===== config.mk =====
export PLATFORM = sky130hd
export DESIGN_NAME = ftoi_issue_ctrl
export DESIGN_NICKNAME = d
export VERILOG_FILES = /design/src/rtl/ftoi_issue_ctrl.sv
export SDC_FILE = /design/constraint.sdc
export NUM_CORES = 1
export LEC_CHECK = 0
export ABC_AREA = 1
export BUFFER_PORTS_ARGS = -buffer_cell sky130_fd_sc_hd__buf_2
export CORE_ASPECT_RATIO = 0.8
export CORE_MARGIN = 10
export CORE_UTILIZATION = 39
export DETAILED_ROUTE_END_ITERATION = 16
export GPL_TIMING_DRIVEN = 0
export SLEW_MARGIN = 20
export SYNTH_ARGS = -nofsm -noshare
export SYNTH_HDL_FRONTEND = slang
export SYNTH_SLANG_ARGS = --single-unit

===== constraint.sdc =====
create_clock -name clk -period 2.5 [get_ports clk]
set_input_delay 0.5 -clock clk [delete_from_list [all_inputs] [get_ports clk]]
set_output_delay 0.5 -clock clk [all_outputs]
set_load 0.01 [all_outputs]

===== src/rtl/ftoi_issue_ctrl.sv =====
// rtl/ftoi_issue_ctrl.sv - round-robin issue and in-order writeback around a fixed-latency float-to-int unit
module ftoi_issue_ctrl #(
    parameter int NUM_REQ   = 2,
    parameter int TAG_W     = 4,
    parameter int LAT       = 2,
    parameter int OUT_DEPTH = 4,
    localparam int ID_W     = $clog2(NUM_REQ)
) (
    input  logic                     clk,
    input  logic                     rst_n,
    input  logic                     flush,
    input  logic [NUM_REQ-1:0]       req_valid,
    output logic [NUM_REQ-1:0]       req_ready,
    input  logic [NUM_REQ*32-1:0]    req_operand,
    input  logic [NUM_REQ*TAG_W-1:0] req_tag,
    output logic [31:0]              fu_operand,
    input  logic [31:0]              fu_result,
    output logic                     rsp_valid,
    input  logic                     rsp_ready,
    output logic [31:0]              rsp_data,
    output logic [ID_W-1:0]          rsp_id,
    output logic [TAG_W-1:0]         rsp_tag
);

    localparam int CNT_W = $clog2(OUT_DEPTH + 1);
    localparam int PTR_W = $clog2(OUT_DEPTH);
    localparam logic [ID_W:0]    NREQ_C  = (ID_W+1)'(NUM_REQ);
    localparam logic [ID_W-1:0]  LAST_ID = ID_W'(NUM_REQ - 1);
    localparam logic [CNT_W:0]   DEPTH_C = (CNT_W+1)'(OUT_DEPTH);
    localparam logic [CNT_W-1:0] FULL_C  = CNT_W'(OUT_DEPTH);

    logic [ID_W-1:0]  rr_ptr_q, rr_ptr_d;
    logic [LAT-1:0]   trk_vld_q;
    logic [ID_W-1:0]  trk_id_q  [LAT];
    logic [TAG_W-1:0] trk_tag_q [LAT];

    logic [31:0]      fifo_data_q [OUT_DEPTH];
    logic [ID_W-1:0]  fifo_id_q   [OUT_DEPTH];
    logic [TAG_W-1:0] fifo_tag_q  [OUT_DEPTH];
    logic [PTR_W-1:0] wr_ptr_q, rd_ptr_q;
    logic [CNT_W-1:0] count_q, count_d;

    logic [CNT_W:0]   inflight;
    logic [CNT_W:0]   occupancy;
    logic             issue_ok;
    logic             found;
    logic             accept;
    logic [ID_W-1:0]  grant_id;
    logic [ID_W:0]    scan;
    logic [TAG_W-1:0] acc_tag;
    logic             push;
    logic             pop;

    // Every slot already promised to an in-flight op or held in the FIFO is unavailable.
    always_comb begin
        inflight = '0;
        for (int i = 0; i < LAT; i++) begin
            inflight = inflight + (CNT_W+1)'(trk_vld_q[i]);
        end
        occupancy = {1'b0, count_q} + inflight;
        issue_ok  = rst_n && !flush && (occupancy < DEPTH_C);
    end

    always_comb begin
        found    = 1'b0;
        grant_id = '0;
        scan     = '0;
        for (int k = 0; k < NUM_REQ; k++) begin
            scan = {1'b0, rr_ptr_q} + (ID_W+1)'(k);
            if (scan >= NREQ_C) begin
                scan = scan - NREQ_C;
            end
            if (!found && req_valid[scan[ID_W-1:0]]) begin
                found    = 1'b1;
                grant_id = scan[ID_W-1:0];
            end
        end
    end

    assign accept     = found && issue_ok;
    assign req_ready  = accept ? (NUM_REQ'(1) << grant_id) : '0;
    assign fu_operand = accept ? req_operand[32*grant_id +: 32] : '0;
    assign acc_tag    = req_tag[TAG_W*grant_id +: TAG_W];

    always_comb begin
        rr_ptr_d = rr_ptr_q;
        if (accept) begin
            rr_ptr_d = (grant_id == LAST_ID) ? '0 : grant_id + 1'b1;
        end
    end

    always_ff @(posedge clk or negedge rst_n) begin
        if (!rst_n) begin
            rr_ptr_q <= '0;
        end else begin
            rr_ptr_q <= rr_ptr_d;
        end
    end

    // Tracking line mirrors the unit pipeline; flush kills the valids of ops still in flight.
    always_ff @(posedge clk or negedge rst_n) begin
        if (!rst_n) begin
            trk_vld_q <= '0;
            for (int i = 0; i < LAT; i++) begin
                trk_id_q[i]  <= '0;
                trk_tag_q[i] <= '0;
            end
        end else begin
            trk_vld_q[0] <= accept;
            trk_id_q[0]  <= grant_id;
            trk_tag_q[0] <= acc_tag;
            for (int i = 1; i < LAT; i++) begin
                trk_vld_q[i] <= trk_vld_q[i-1] && !flush;
                trk_id_q[i]  <= trk_id_q[i-1];
                trk_tag_q[i] <= trk_tag_q[i-1];
            end
        end
    end

    assign push = trk_vld_q[LAT-1] && !flush;
    assign pop  = rsp_valid && rsp_ready;

    always_comb begin
        count_d = count_q;
        case ({push, pop})
            2'b10:   count_d = count_q + 1'b1;
            2'b01:   count_d = count_q - 1'b1;
            default: count_d = count_q;
        endcase
    end

    always_ff @(posedge clk or negedge rst_n) begin
        if (!rst_n) begin
            wr_ptr_q <= '0;
            rd_ptr_q <= '0;
            count_q  <= '0;
            for (int i = 0; i < OUT_DEPTH; i++) begin
                fifo_data_q[i] <= '0;
                fifo_id_q[i]   <= '0;
                fifo_tag_q[i]  <= '0;
            end
        end else if (flush) begin
            wr_ptr_q <= '0;
            rd_ptr_q <= '0;
            count_q  <= '0;
        end else begin
            if (push) begin
                fifo_data_q[wr_ptr_q] <= fu_result;
                fifo_id_q[wr_ptr_q]   <= trk_id_q[LAT-1];
                fifo_tag_q[wr_ptr_q]  <= trk_tag_q[LAT-1];
                wr_ptr_q              <= wr_ptr_q + 1'b1;
            end
            if (pop) begin
                rd_ptr_q <= rd_ptr_q + 1'b1;
            end
            count_q <= count_d;
        end
    end

    assign rsp_valid = (count_q != '0);
    assign rsp_data  = rsp_valid ? fifo_data_q[rd_ptr_q] : '0;
    assign rsp_id    = rsp_valid ? fifo_id_q[rd_ptr_q]   : '0;
    assign rsp_tag   = rsp_valid ? fifo_tag_q[rd_ptr_q]  : '0;

    // The unit cannot stall, so a result landing on a full FIFO means the credit logic is broken.
    assert property (@(posedge clk) disable iff (!rst_n) !(push && (count_q == FULL_C)));

endmodule


==> run_results.csv <==
group,metric,value,unit
run_status,status,"finished, final reports clean",
pwr,power.density,665,nW/um2
global_routing,globalRoute.totalOverflow,0,
final_layout,diodes,0,
setup_path,crit_chain,"nor2_1, nand2_2, inv_2, clkbuf_4, a21oi_1, buf_2",
final_layout,areaGrowthSynthToFinish,24.6,%
cts,htree_levels,4,
cts,clockBufferDepth,2,
setup_path,crit_slowest_cell,"dfrtp_2",
pwr,total_power,7010,uW
drt,first_iter_violations,612,
job,cap_violations,0,
floorplan,initial_core_util,39.4,%
pwr,p_leak,0.00561,uW
setup_path,critical_path_class,"register to output port",
sta,skew,10.2,ps
sta,min_period,2440,ps
setup_path,start_kind,"register",
setup_path,worstPathRequired,2000,ps
pwr,peakVddDrop,0.526,mV
setup_path,cp.arrival,1940,ps
logic_synthesis,synth_area_leaders,"dfrtp_1, nand2_1, o21ai_1, nor2_1, o21ai_0",
floorplan,die_area,28000,um2
logic_synthesis,yosysWarnings,0,
cts,cts_tree,"built",
floorplan,die_w,185,um
cts,root_buffer,"clkbuf_16",
logic_synthesis,avgSynthCellArea,7.91,um2
drt,vias_per_cell,4.91,
sta,hold_viol,0,
cts,cts-buffers-inserted,17,
sta,worst_slew_pin_slew,533,ps
logic_synthesis,netlist_area,8460,um2
setup_path,worstPathMaxFanout,10,
placement,io_buffer_count,181,
final_layout,nNetsFinal,1394,
setup_path,endpoint_kind,"output port",
setup_path,cpPeakStageDelay,440,ps
logic_synthesis,post_synth_num_cell_types,24,
sta,slew_headroom,64.5,%
global_routing,grt_pass1_vias,7885,
logic_synthesis,ys_seq_area_share,49.7,%
cts,cts_sinks,168,
floorplan,rows,48,
placement,place.gp.congestion,0.841,
hold_path,hold_path.class,"primary input to async pin",
cts,insertion_delay,430,ps
final_layout,fin_cells,1564,
sta,rsz0062_at_grt,"yes",
drt,dr_total_vias,7675,
floorplan,core_area,21400,um2
logic_synthesis,mappedNetlistNets,1185,
sta,fin_ws,58.3,ps
final_layout,drive_gt1_share,28.5,%
global_routing,antenna_found_initial,0,
logic_synthesis,ys_seq_elements,168,
drt,dr.pass1.iters,5,
global_routing,grt_pass1_wl,42300,um
global_routing,grt_max_degree,45,
sta,slew_violations,0,
cts,clkTransAtPathRegs,70,ps
placement,dpl.hpwl,18400,um
logic_synthesis,synthCells,1069,
drt,final_antenna_net_count,0,
sta,period_share,97.7,%
placement,dp.cells,1526,
sta,max_freq,410,MHz
sta,setup_violations,0,
logic_synthesis,synth_top_area_cell,"dfrtp_1",
logic_synthesis,synth_top_area_share,49.7,%
global_routing,grt_usage,19.2,%
drt,postRouteWirelength,26500,um
placement,place_ws,-524,ps
floorplan,ioPinCount,182,
floorplan,die_h,152,um
drt,remaining_drc_errors,0,
drt,routedWlPerCell,17.0,um
[cells in the mapped netlist, drive strengths merged]
master  count
nand2     310
a22o        1
inv        84
fa          1
a21oi      43
buf        61
o21ai     225
nand3       5
clkbuf      9
dfrtp     168
ha          5
nor2      156
xnor2       1
[cells in the final DEF, fill, tap and decap left out, types with 3 or more instances in the layout]
cell       instances
o21ai_0           72
clkbuf_16         17
inv_2              5
clkinv_2           4
nor2_1           156
clkbuf_8           3
buf_6             27
nand2_2           35
buf_16             3
clkbuf_4           8
inv_1             78
o21ai_1          122
clkbuf_2           3
a21oi_2            6
nand3_1            4
clkbuf_1           4
buf_4             17
nand2_1          274
ha_1               4
dfrtp_1          167
a21oi_1           37
buf_2            197
o21ai_2           31
[through the flow]
stage | hold WS, ps | cell area, um2 | TNS (ps) | util [%]
4_1_cts | 51.8 | 10400 | 0 | 48.7
6_report | 46.2 | 10500 | 0 | 49.1
3_5_place_dp | 336 | 9740 | -13110 | 45.4
3_3_place_gp | 333 | 9710 | -399930 | 45.3
2_1_floorplan | 204 | 8460 | 0 | -
5_1_grt | 54.4 | 10500 | -67.1 | 49.1
[sequential cells by signal (all words and copies together), names as in the netlist]
name,cells
fifo_data_q,128
fifo_id_q,4
wr_ptr_q,2
count_q,3
fifo_tag_q,16
trk_id_q,2
trk_tag_q,8
trk_vld_q,2
rr_ptr_q,1
rd_ptr_q,2
[logic make-up after synthesis]
kind of cell / Yosys count / synth area share [%]
xor gates and xnor gates: 1 / 0.104
DFF: 168 / 49.7
adders and majority gates: 6 / 0.977
AOI/OAI and AO/OA: 269 / 17.4
and+or+nand+nor: 471 / 22.2
buffers and inverters: 154 / 9.65
[path summary, 6_finish.rpt]
check | start | to | slack [ps] | depth (start not counted)
worst max-delay path | count_q[0] | rsp_data[30] | 60 | 6
worst min-delay path | rst_n | fifo_data_q[102] | 50 | 1
worst max register to register | count_q[0] | count_q[2] | 630 | 11
worst min register to register | trk_tag_q[5] | trk_tag_q[1] | 350 | 0
max in group asynchronous | rst_n | count_q[0] | 2100 | 2
min in group clk | req_tag[5] | trk_tag_q[5] | 280 | 3
[metal layers]
metal / part of all wire [%] / wire [um] / global-route usage (%) / vias up
li1: - / - / - / 3784
met2: 46 / 12300 / 31.8 / 251
met1: 44 / 11600 / 23.6 / 3610
met3: 8.5 / 2260 / 6.24 / 30
met4: 1.6 / 437 / 5.72 / 0
met5: 0 / 0 / 0 / -
[cell type report]
type	count	area, um2
fillers	2150	10900
flip-flops and latches	168	4210
multi-input cells	747	3470
repair buffers	190	1100
plain buffers	70	554
clock buffers	22	474
well taps	275	344
inverters	84	318
clock inverters	8	73.8
[critical path, delay by kind of cell (launching register included)]
| kind | cells | cell delay, ps |
|---|---|---|
| AOI/OAI and AO/OA | 1 | 100 |
| buffers and inverters | 3 | 710 |
| DFF | 1 | 440 |
| and+or+nand+nor | 2 | 240 |
[where the power goes]
group	switching (uW)	internal, uW	total (uW)
clock network	1080	1430	2510
registers	124	2960	3080
logic	878	543	1420
total	2080	4930	7010
[timing repair]
action | CTS | global route
pin swaps | 1 | 2
endpoints found under the setup margin | 67 | 42
gates resized for setup | 14 | 30
cloned | 2 | 2
buffers inserted | 2 | 1
endpoints found under the hold margin | 43 | 0
hold buffers | 1 | 0
(Power assumes the default switching activity.)
